<file path="src/rtl/harvos_mem_pkg.sv">
// Shared memory-system constants for the harvos core.
// PT window, bus timeout and the PTW/D-port arbiter state encoding.
package harvos_mem_pkg;

    localparam logic [31:0] PT_BASE_DEF = 32'h0010_0000;
    localparam logic [31:0] PT_END_DEF  = 32'h001F_FFFF;
    localparam logic [7:0]  TIMEOUT_DEF = 8'd255;

    typedef logic [2:0] arb_state_t;

    localparam arb_state_t ST_IDLE      = 3'd0;
    localparam arb_state_t ST_PTW_WAIT  = 3'd1;
    localparam arb_state_t ST_CORE_WAIT = 3'd2;
    localparam arb_state_t ST_PTW_RESP  = 3'd3;
    localparam arb_state_t ST_DRAIN     = 3'd4;

endpackage

</file>
<file path="src/rtl/ptw_dbus_arb.sv">
// Shares the data bus between the Sv32 page-table walker and the core
// D-port; PTW has fixed priority, every bus wait is bounded by a timeout.
module ptw_dbus_arb
    import harvos_mem_pkg::*;
#(
    parameter logic [31:0] PT_BASE = PT_BASE_DEF,
    parameter logic [31:0] PT_END  = PT_END_DEF,
    parameter logic [7:0]  TIMEOUT = TIMEOUT_DEF
) (
    input  logic        clk,
    input  logic        rst,
    input  logic        ptw_req,
    input  logic [31:0] ptw_addr,
    output logic [31:0] ptw_rdata,
    output logic        ptw_rvalid,
    output logic        ptw_fault,
    input  logic        core_req,
    input  logic [31:0] core_addr,
    input  logic        core_we,
    input  logic [31:0] core_wdata,
    input  logic [3:0]  core_be,
    output logic        core_gnt,
    output logic        core_rvalid,
    output logic [31:0] core_rdata,
    output logic        core_err,
    output logic        bus_req,
    output logic [31:0] bus_addr,
    output logic        bus_we,
    output logic [31:0] bus_wdata,
    output logic [3:0]  bus_be,
    input  logic        bus_gnt,
    input  logic        bus_rvalid,
    input  logic [31:0] bus_rdata,
    input  logic        bus_err
);

    function automatic logic in_window(input logic [31:0] a);
        return (a >= PT_BASE) && (a <= PT_END);
    endfunction

    arb_state_t state;
    logic [7:0] cnt;
    logic [7:0] cnt_inc;
    logic       drain_pend;
    logic       ptw_ok;
    logic       ptw_bad;
    logic       in_idle;
    logic       in_cwait;
    logic       timeout;

    assign ptw_ok   = ptw_req && (ptw_addr[1:0] == 2'b00)
                      && in_window(ptw_addr);
    assign ptw_bad  = ptw_req && !ptw_ok;
    // Combinational bus/core outputs are forced quiet while in reset
    assign in_idle  = (state == ST_IDLE) && !rst;
    assign in_cwait = (state == ST_CORE_WAIT) && !rst;
    assign timeout  = (cnt == TIMEOUT);
    assign cnt_inc  = (cnt == 8'hFF) ? cnt : cnt + 8'd1;

    always_comb begin
        bus_req     = 1'b0;
        bus_addr    = '0;
        bus_we      = 1'b0;
        bus_wdata   = '0;
        bus_be      = '0;
        core_gnt    = 1'b0;
        core_rvalid = 1'b0;
        core_rdata  = '0;
        core_err    = 1'b0;
        if (in_idle && ptw_ok) begin
            bus_req  = 1'b1;
            bus_addr = ptw_addr;
            bus_be   = 4'hF;
        end else if (in_idle && !ptw_req && core_req) begin
            bus_req   = 1'b1;
            bus_addr  = core_addr;
            bus_we    = core_we;
            bus_wdata = core_wdata;
            bus_be    = core_be;
            core_gnt  = bus_gnt;
        end
        if (in_cwait) begin
            core_rvalid = bus_rvalid || timeout;
            core_rdata  = bus_rdata;
            core_err    = bus_rvalid ? bus_err : timeout;
        end
    end

    always_ff @(posedge clk) begin
        if (rst) begin
            state      <= ST_IDLE;
            cnt        <= '0;
            drain_pend <= 1'b0;
            ptw_rvalid <= 1'b0;
            ptw_fault  <= 1'b0;
            ptw_rdata  <= '0;
        end else begin
            ptw_rvalid <= 1'b0;
            case (state)
                ST_IDLE: begin
                    if (ptw_bad) begin
                        ptw_rdata  <= '0;
                        ptw_fault  <= 1'b1;
                        ptw_rvalid <= 1'b1;
                        state      <= ST_PTW_RESP;
                    end else if (ptw_ok && bus_gnt) begin
                        state <= ST_PTW_WAIT;
                        cnt   <= '0;
                    end else if (core_req && bus_gnt) begin
                        state <= ST_CORE_WAIT;
                        cnt   <= '0;
                    end
                end
                ST_PTW_WAIT: begin
                    if (bus_rvalid) begin
                        ptw_rdata  <= bus_rdata;
                        ptw_fault  <= bus_err;
                        ptw_rvalid <= 1'b1;
                        state      <= ST_PTW_RESP;
                    end else if (timeout) begin
                        ptw_rdata  <= '0;
                        ptw_fault  <= 1'b1;
                        ptw_rvalid <= 1'b1;
                        drain_pend <= 1'b1;
                        cnt        <= '0;
                        state      <= ST_PTW_RESP;
                    end else begin
                        cnt <= cnt_inc;
                    end
                end
                ST_PTW_RESP: begin
                    drain_pend <= 1'b0;
                    state <= drain_pend ? ST_DRAIN : ST_IDLE;
                end
                ST_CORE_WAIT: begin
                    if (bus_rvalid) begin
                        state <= ST_IDLE;
                    end else if (timeout) begin
                        cnt   <= '0;
                        state <= ST_DRAIN;
                    end else begin
                        cnt <= cnt_inc;
                    end
                end
                ST_DRAIN: begin
                    // The abandoned response is swallowed here, never forwarded
                    if (bus_rvalid || timeout) begin
                        state <= ST_IDLE;
                    end else begin
                        cnt <= cnt_inc;
                    end
                end
                default: state <= ST_IDLE;
            endcase
        end
    end

endmodule

</file>
<file path="config.mk">
export PLATFORM = sky130hd
export DESIGN_NAME = ptw_dbus_arb
export DESIGN_NICKNAME = d
export VERILOG_FILES = /design/src/rtl/harvos_mem_pkg.sv /design/src/rtl/ptw_dbus_arb.sv
export SDC_FILE = /design/constraint.sdc
export NUM_CORES = 1
export LEC_CHECK = 0
export CORE_AREA = 2 2 108 110
export CTS_CLUSTER_DIAMETER = 60
export DETAILED_ROUTE_END_ITERATION = 16
export DIE_AREA = 0 0 110 112
export GPL_TIMING_DRIVEN = 0
export PLACE_DENSITY = 0.76
export SYNTH_ARGS = -nofsm -noshare
export SYNTH_HDL_FRONTEND = slang
export SYNTH_SLANG_ARGS = --single-unit
</file>
<file path="constraint.sdc">
create_clock -name clk -period 3.18 [get_ports clk]
set_input_delay 0.477 -clock clk [delete_from_list [all_inputs] [get_ports clk]]
set_output_delay 0.477 -clock clk [all_outputs]
set_load 0.01 [all_outputs]
</file>
# Yosys cells after proc, flatten, opt, wreduce, memory -nomap -nowiden
# Index checks and enable logic that the tools add are counted.
[totals]
register_bits = 46
in_bits = 140
output_inout_bits = 139
elab_cells = 98
[op_classes]
addsub = 1
order_cmp = 2
n_eq_ne = 16
mux = 48
n_reduce_logical = 25
[op_table]
columns = ["operator", "count"]
rows = [
  ["two-way mux 32 bit", 8],
  ["one-hot mux 32 bit (2 select lines)", 1],
  ["two-way mux 8 bit", 7],
  ["greater-or-equal comparator 32 x 21 -> 1 bit, second input constant", 1],
  ["<= comparator 32 x 21 -> 1 bit, second input constant", 1],
  ["two-way mux 3 bit", 9],
  ["one-hot mux 8 bit (3 select lines)", 1],
  ["two-way mux 1 bit", 16],
  ["one-hot mux 3 bit (5 select lines)", 1],
  ["inequality test 2 bit, second input constant", 7],
  ["logical AND 1 bit", 11],
  ["adder 8 x 1 -> 8 bit, second input constant", 1],
  ["equality test 8 bit, second input constant", 1],
  ["two-way mux 4 bit", 2],
  ["equality test 3 x 2 -> 1 bit, second input constant", 2],
  ["inequality test 3 bit, second input constant", 2],
  ["one-hot mux 1 bit (2 select lines)", 3],
  ["AND reduction 3 bit", 2],
  ["AND reduction 5 bit", 1],
  ["inequality test 4 x 2 -> 1 bit, second input constant", 1],
  ["AND reduction 4 bit", 1],
  ["nonzero test 2 bit", 2],
  ["equality test 3 x 1 -> 1 bit, second input constant", 1],
  ["equality test 3 bit, second input constant", 1],
  ["other kinds (7)", 9],
]

# Logic depth before layout (Yosys ltp)
# Gate-level depths: netlist of run 1.
[logic_depth]
depth_word = 7
ltp_mapped = 10
depth_no_buf = 10

# Worst setup path after synthesis of run 1
# Ideal clock, no wire load.
[synth_timing]
kind = "in2out"
start = "input ptw_addr[0]"
end = "output bus_addr[15]"
arrival_ps = 2263
required_time_ps = 2703
path_slack_ps = 440
stages = 5
path_buffers = 1
path_cell_list = "or4_1 > or4_4 > nor3_2 > buf_2 > a22o_1"
[synth_via]
elab_chain_cells = 5
word_cells_on_any_way = 8
cone_classes = "2 x order compare; 1 x mux; 5 x reduce/logical"
[synth_rtl]
columns = ["item", "line", "rtl"]
rows = [
  ["start: declaration", "ptw_dbus_arb.sv:13", "input logic [31:0] ptw_addr,"],
  ["greater-or-equal comparator 32 x 21 -> 1 bit, or another cell as far along", "ptw_dbus_arb.sv:38", "return (a >= PT_BASE) && (a <= PT_END);"],
  ["logical AND 1 bit, on equally long branches", "ptw_dbus_arb.sv:38, ptw_dbus_arb.sv:51", ""],
  ["logical AND 1 bit (*)", "ptw_dbus_arb.sv:52", "&& in_window(ptw_addr);"],
  ["logical AND 1 bit (*)", "ptw_dbus_arb.sv:70", "if (in_idle && ptw_ok) begin"],
  ["two-way mux 32 bit (*)", "ptw_dbus_arb.sv:70", ""],
  ["end: declaration", "ptw_dbus_arb.sv:27", "output logic [31:0] bus_addr,"],
]
# Mark *: on every way between the ends. The rest lies on a longest branch, timed or not.

# Final worst setup path of run 1
[layout_timing]
start = "input ptw_addr[0]"
end = "output bus_addr[4]"
# Same word-level chain as after synthesis.

==> results.ini, run 1 <==
[outcome]
status=complete, no violations

[route]
ant_nets=0
routed_wl_microns=13200
drt-wirelength-per-cell_microns=17.4
vias=3764
initialDrtViolationCount=267
dr.pass1.iters=4
vias_per_cell=4.97
drc=0

[clock_network]
path_clk_slew_ns=0.06
cts_made_buffers=5
ctsHoldBuffers=0
htree_levels=2
clock_latency_ns=0.29
clockBufferDepth=2
numClockSinks=46
cts_tree=built
cts_root_buffer=clkbuf_16

[global_routing]
grt_pass1_wl_microns=19600
gr-total-overflow=0
grt_use_met3_pct=7.44
antenna_found_initial=0
grt.busiest_layer=met2
grt_pass1_vias=3700
grt_max_degree=17
grt_usage_pct=20.3
met1_usage_pct=22.3
gr-usage-met2_pct=36.2

[logic_synthesis]
synth.cell_area_sq_um=2750
syn-num-nets=462
synthCells=320
synthArstFlopShare_pct=0
ys_ff_latch=46
syn_area_per_cell_sq_um=8.58
yosysUniqueCellTypes=50
yosys_warnings=0
ys_seq_area_share_pct=33.5
synth_edf_count=0
synthFlopType=dfxtp_1

[sta]
min_period_ns=3.12
fmax_mhz=321
slew-limit-headroom_pct=54.3
period_share_pct=98.0
drv_slew=0
final-hold-violation-count=0
worst_pin_slew_ns=0.684
skew_ns=0.00678
rsz0062_at_grt=false
worst_slack_ns=0.0621
finalSetupViolCount=0

[worst_setup_path]
worst-path-buf-inv=5
worstPathArrival_ns=2.64
critPathTopFamily=simple AND/OR/NAND/NOR gates
slowest_stage=or4_4
critPathRequiredTime_ns=2.70
critPathKind=input port to primary output
cp_max_fo=6
endpoint_kind=primary output
cp_cell_sequence=dlygate4sd2_1, or4_4, or4_4, nor3_4, buf_12, buf_4, buf_4, a22o_1, buf_6
cp-start-kind=input port
slowest_delay_ns=0.59

[die]
ios=279
placement_rows=39
fp.dieH_microns=112
die-area_sq_um=12300
die_w_microns=110
core_area_sq_um=11200
start_util_pct=24.6

[pwr]
power.leakage_nw=2.50
power_density_nw_per_um2=284
total_power_mw=1.69
irDropWorstVdd_v=0.000189

[placement]
gp_congestion=0.932
place_ws_ns=-0.790
io_buffers=277
hpwl_microns=10600

[layout]
syn_to_final_growth_pct=116
fin_nets=755
antennaDiodeCount=0
drive_gt1_share_pct=11.7
layout_common_cells=clkdlybuf4s50_1, a22o_1, and2_1
layout_commonest_cell=clkdlybuf4s50_1
finalCoreUtilization_pct=53.2

[worst_hold_path]
hold_class=flop to flop

[flow_run]
cap_violations=0

==> through the flow <==
| stage | cells | setup TNS (ns) | cell area (sq um) | hold WS [ns] |
|---|---|---|---|---|
| finish | 757 | 0 | 5940 | 0.480 |
| global placement | 740 | -40.50 | 5700 | 0.460 |
| CTS | 754 | -0.115 | 5850 | 0.481 |
| detailed placement | 740 | -41.57 | 5700 | 0.463 |
| global route | 757 | 0 | 5940 | 0.491 |
| floorplan | 320 | 0 | 2750 | 0.452 |
==> logic make-up after synthesis <==
kind of cell / after synthesis / synth area share, %
flip-flops: 46 / 33.5
AND/OR/NAND/NOR: 141 / 30.8
AO/OA/AOI/OAI: 92 / 27.8
multiplexers: 2 / 0.729
adder cells (fa/ha/maj): 2 / 0.911
buffers and inverters: 37 / 6.20
==> cells in the mapped netlist, drive strengths merged, types with 6 or more instances <==
cell type,count,area share (%)
and2,48,11
clkbuf,18,2.5
dfxtp,46,34
a21o,6,1.6
and3,34,7.7
buf,11,2.6
nand2,13,1.8
a21oi,8,1.6
a22o,50,16
nor2,12,1.6
inv,8,1.1
==> area by class of cell <==
cell class / instances / area (sq um)
well taps: 143 / 179
multi-input cells: 237 / 1710
fillers: 1030 / 5230
flip-flops and latches: 46 / 921
inverters: 8 / 30.0
clock inverters: 3 / 23.8
repair buffers: 287 / 2810
clock buffers: 5 / 125
plain buffers: 28 / 153
==> layer usage <==
layer	share of wire, %	routed length, microns
met1	38	4970
met2	50	6580
met3	12	1520
met4	1.0	138
met5	0	0
==> what timing repair did <==
action                     4_1_cts  5_1_grt
setup endpoints to repair      100       70
setup buffers                    5        3
gates resized for setup        117       17
gates cloned                     1        1
pin swaps                        5        7
==> final timing paths <==
path | slack (ns) | to | depth (start not counted) | startpoint
max | 0.06 | bus_addr[4] | 9 | ptw_addr[0]
min | 0.48 | ptw_rdata[28] | 1 | ptw_rdata[28]
min reg2reg | 0.48 | ptw_rdata[28] | 1 | ptw_rdata[28]
max reg2reg | 0.83 | cnt[7] | 7 | state[1]
==> state kept, by name (all words and copies together), names as in the netlist <==
name / flops
state: 3
ptw_rdata: 32
cnt: 8
drain_pend: 1
ptw_rvalid: 1
ptw_fault: 1
==> report_power, final <==
part           total, mW  switching [mW]  leakage (nW)  internal, mW
logic              0.562           0.229          2.06         0.333
registers          0.611          0.0125         0.373         0.598
clock network      0.515           0.221        0.0664         0.294
total               1.69           0.463          2.50          1.22
No activity file was read; power rests on OpenSTA's default activity.
==> inputs of run 2 (changes only) <==
==> config.mk (replaced) <==
export PLATFORM = sky130hd
export DESIGN_NAME = ptw_dbus_arb
export DESIGN_NICKNAME = d
export VERILOG_FILES = /design/src/rtl/harvos_mem_pkg.sv /design/src/rtl/ptw_dbus_arb.sv
export SDC_FILE = /design/constraint.sdc
export NUM_CORES = 1
export LEC_CHECK = 0
export CORE_MARGIN = 8
export CORE_UTILIZATION = 30
export CTS_CLUSTER_DIAMETER = 60
export DETAILED_ROUTE_END_ITERATION = 16
export GPL_TIMING_DRIVEN = 1
export PLACE_DENSITY = 0.85
export SYNTH_ARGS = -nofsm -noshare
export SYNTH_HDL_FRONTEND = slang
export SYNTH_SLANG_ARGS = --single-unit
==> run 2 against run 1 <==
Compared with the run above:
- register-to-register slack worse by 0.13 ns
- global-route usage rose by 2.9 points
- die area increased by 1.2%
- combinational power is 3% lower
- maximum frequency is 0.86% lower
- non-clock buffer count down 22
- critical path depth is 1 lower
- sequential share of layout area up 0.44 points
- largest cell class unchanged
==> results.ini, run 2 (synthesis gave the netlist of run 1 again) <==
[worst_hold_path]
hold_class=flop to flop  ; unchanged
min_to=ptw_fault  ; was ptw_rdata[28]
hold_path_startpoint=ptw_fault  ; was ptw_rdata[28]
min_path_cells=2  ; was 1

[die]
placement_rows=35  ; was 39
start_util_pct=30.3  ; was 24.6%
die_w_microns=112  ; was 110 microns
core_area_sq_um=9060  ; was 11200 sq um
ios=279  ; unchanged
fp.dieH_microns=112  ; about the same
die-area_sq_um=12500  ; was 12300 sq um

[placement]
hpwl_microns=12500  ; was 10600 microns
io_buffers=278  ; was 277
gp_congestion=0.933  ; was 0.932
place_ws_ns=-0.414  ; was -0.790 ns
dp.cells=691  ; was 740
postPlaceCellArea_sq_um=5660  ; was 5700 sq um

[worst_setup_path]
r2r_slack_ns=0.70  ; was 0.83 ns
critPathRequiredTime_ns=2.70  ; about the same
critPathKind=input port to primary output  ; unchanged
worstPathArrival_ns=2.67  ; was 2.64 ns
rr_endpoint=ptw_rdata[19]  ; was cnt[7]
endpoint_kind=primary output  ; unchanged
r2r-start=state[0]  ; was state[1]
cp-start-kind=input port  ; unchanged
reg2reg_depth=3  ; was 7
cp_max_fo=6  ; unchanged

[layout]
top_regs=ptw_rdata x32, cnt x8, state x3  ; unchanged
fin_nets=733  ; was 755
syn_to_final_growth_pct=110  ; was 116%
largest_reg_flops=32  ; unchanged
fillCellCount=714  ; was 1030
fin_cells=704  ; was 757
finalCoreUtilization_pct=63.7  ; was 53.2%
drive_gt1_share_pct=10.5  ; was 11.7%
layout_common_cells=clkdlybuf4s50_1, a22o_1, and2_1  ; unchanged
layout_commonest_cell=clkdlybuf4s50_1  ; unchanged
fin_area_sq_um=5780  ; was 5940 sq um
largest-register=ptw_rdata  ; unchanged

[route]
routed_wl_microns=15500  ; was 13200 microns
drt-wirelength-per-cell_microns=22.0  ; was 17.4 microns
met3_length_microns=1680  ; was 1520 microns
vias=3727  ; was 3764
vias_per_cell=5.29  ; was 4.97
dr.pass1.iters=5  ; was 4
drc=0  ; unchanged
wl_met2_microns=7870  ; was 6580 microns
routed.top_layer=met4  ; unchanged
initialDrtViolationCount=263  ; was 267
wl_met1_microns=5580  ; was 4970 microns
ant_nets=0  ; unchanged

[global_routing]
gr-total-overflow=0  ; unchanged
grt_usage_pct=23.2  ; was 20.3%
grt_pass1_vias=3866  ; was 3700
antenna_found_initial=1  ; was 0
grt_pass1_wl_microns=22700  ; was 19600 microns
grt_max_degree=72  ; was 17

[sta]
fin_setup_tns_ns=0  ; unchanged
finalSetupViolCount=0  ; unchanged
skew_ns=0.00907  ; was 0.00678 ns
worst_slack_ns=0.0351  ; was 0.0621 ns
fmax_mhz=318  ; was 321 MHz
final-hold-violation-count=0  ; unchanged
min_period_ns=3.14  ; was 3.12 ns
period_share_pct=98.9  ; was 98.0%
drv_slew=0  ; unchanged
slew-limit-headroom_pct=21.3  ; was 54.3%
worst_pin_slew_ns=1.18  ; was 0.684 ns

[pwr]
power_density_nw_per_um2=264  ; was 284 nW/um^2
power.leakage_nw=2.46  ; was 2.50 nW
swShare_pct=29.2  ; was 27.4%
p_int_mw=1.08  ; was 1.22 mW
irDropWorstVdd_v=0.000181  ; was 0.000189 V
pwr-share-clk_pct=23.8  ; was 30.5%
power.switching_mw=0.446  ; was 0.463 mW
seqPwrFrac_pct=40.5  ; was 36.2%
comb_power_share_pct=35.7  ; was 33.3%

[clock_network]
path_clk_slew_ns=0.08  ; was 0.06 ns
cts_made_buffers=5  ; unchanged
cts_tree=built  ; unchanged
clockBufferDepth=2  ; unchanged
cts_root_buffer=clkbuf_8  ; was clkbuf_16
numClockSinks=46  ; unchanged
clock_latency_ns=0.31  ; was 0.29 ns
htree_levels=2  ; unchanged
ctsHoldBuffers=0  ; unchanged

[outcome]
status=complete, no violations  ; unchanged

[flow_run]
cap_violations=0  ; unchanged

[run 2: worst max path at each step]
stage / slack (ns) / endpoint / depth (start not counted) / start
final: 0.04 / bus_addr[3] / 8 / ptw_addr[23]
after CTS: 0.0002 / bus_be[0] / 8 / ptw_addr[30]
after floorplan: 0.44 / bus_addr[15] / 5 / ptw_addr[0]
after global placement: -0.36 / bus_addr[9] / 7 / ptw_addr[0]
after global routing: -0.02 / bus_addr[4] / 8 / ptw_addr[23]
after detailed placement: -0.41 / bus_addr[9] / 7 / ptw_addr[0]
[run 2: repair_timing]
| item | CTS | global route |
|---|---|---|
| endpoints found under the setup margin | 24 | 20 |
| pin swaps | 2 | 8 |
| resized for setup | 97 | 15 |
| gates cloned | 1 | 2 |
| setup buffers | 1 | 0 |
[run 2: through the flow]
stage	hold slack, ns	power (mW)
finish	0.478	1.53
global route	0.508	1.61
CTS	0.479	1.54
detailed placement	0.463	1.18
global placement	0.460	1.17
floorplan	0.452	0.825
[run 2: layer usage]
metal	global-route usage [%]	up-vias
li1	-	1736
met1	23.6	1740
met2	42.0	227
met3	10.2	24
met4	6.75	0
met5	0	-
[run 2: power by group through the flow]
| stage | Clock [mW] | Sequential [mW] | Combinational, mW |
|---|---|---|---|
| 3_3_place_gp | 0 | 0.629 | 0.541 |
| 4_1_cts | 0.375 | 0.617 | 0.545 |
| 6_report | 0.364 | 0.618 | 0.545 |
| 5_1_grt | 0.407 | 0.621 | 0.582 |
| 3_5_place_dp | 0 | 0.630 | 0.548 |
| 2_1_floorplan | 0 | 0.630 | 0.195 |
[run 2: final cells by class]
cell class | count | area [sq um] | area share [%]
repair buffers | 293 | 2910 | 50.4
multi-input cells | 237 | 1680 | 29.1
flip-flops and latches | 46 | 921 | 15.9
well taps | 111 | 139 | 2.40
clock buffers | 5 | 68.8 | 1.19
inverters | 8 | 30.0 | 0.520
clock inverters | 3 | 23.8 | 0.411
diodes | 1 | 2.50 | 0.0433
[run 2: critical path: stages]
cell             delay (ns)
clkdlybuf4s50_1        0.42
or4_4                  0.52
or4_4                  0.46
nor3_4                 0.22
buf_12                 0.16
clkbuf_16              0.14
a22o_1                 0.13
buf_2                  0.13
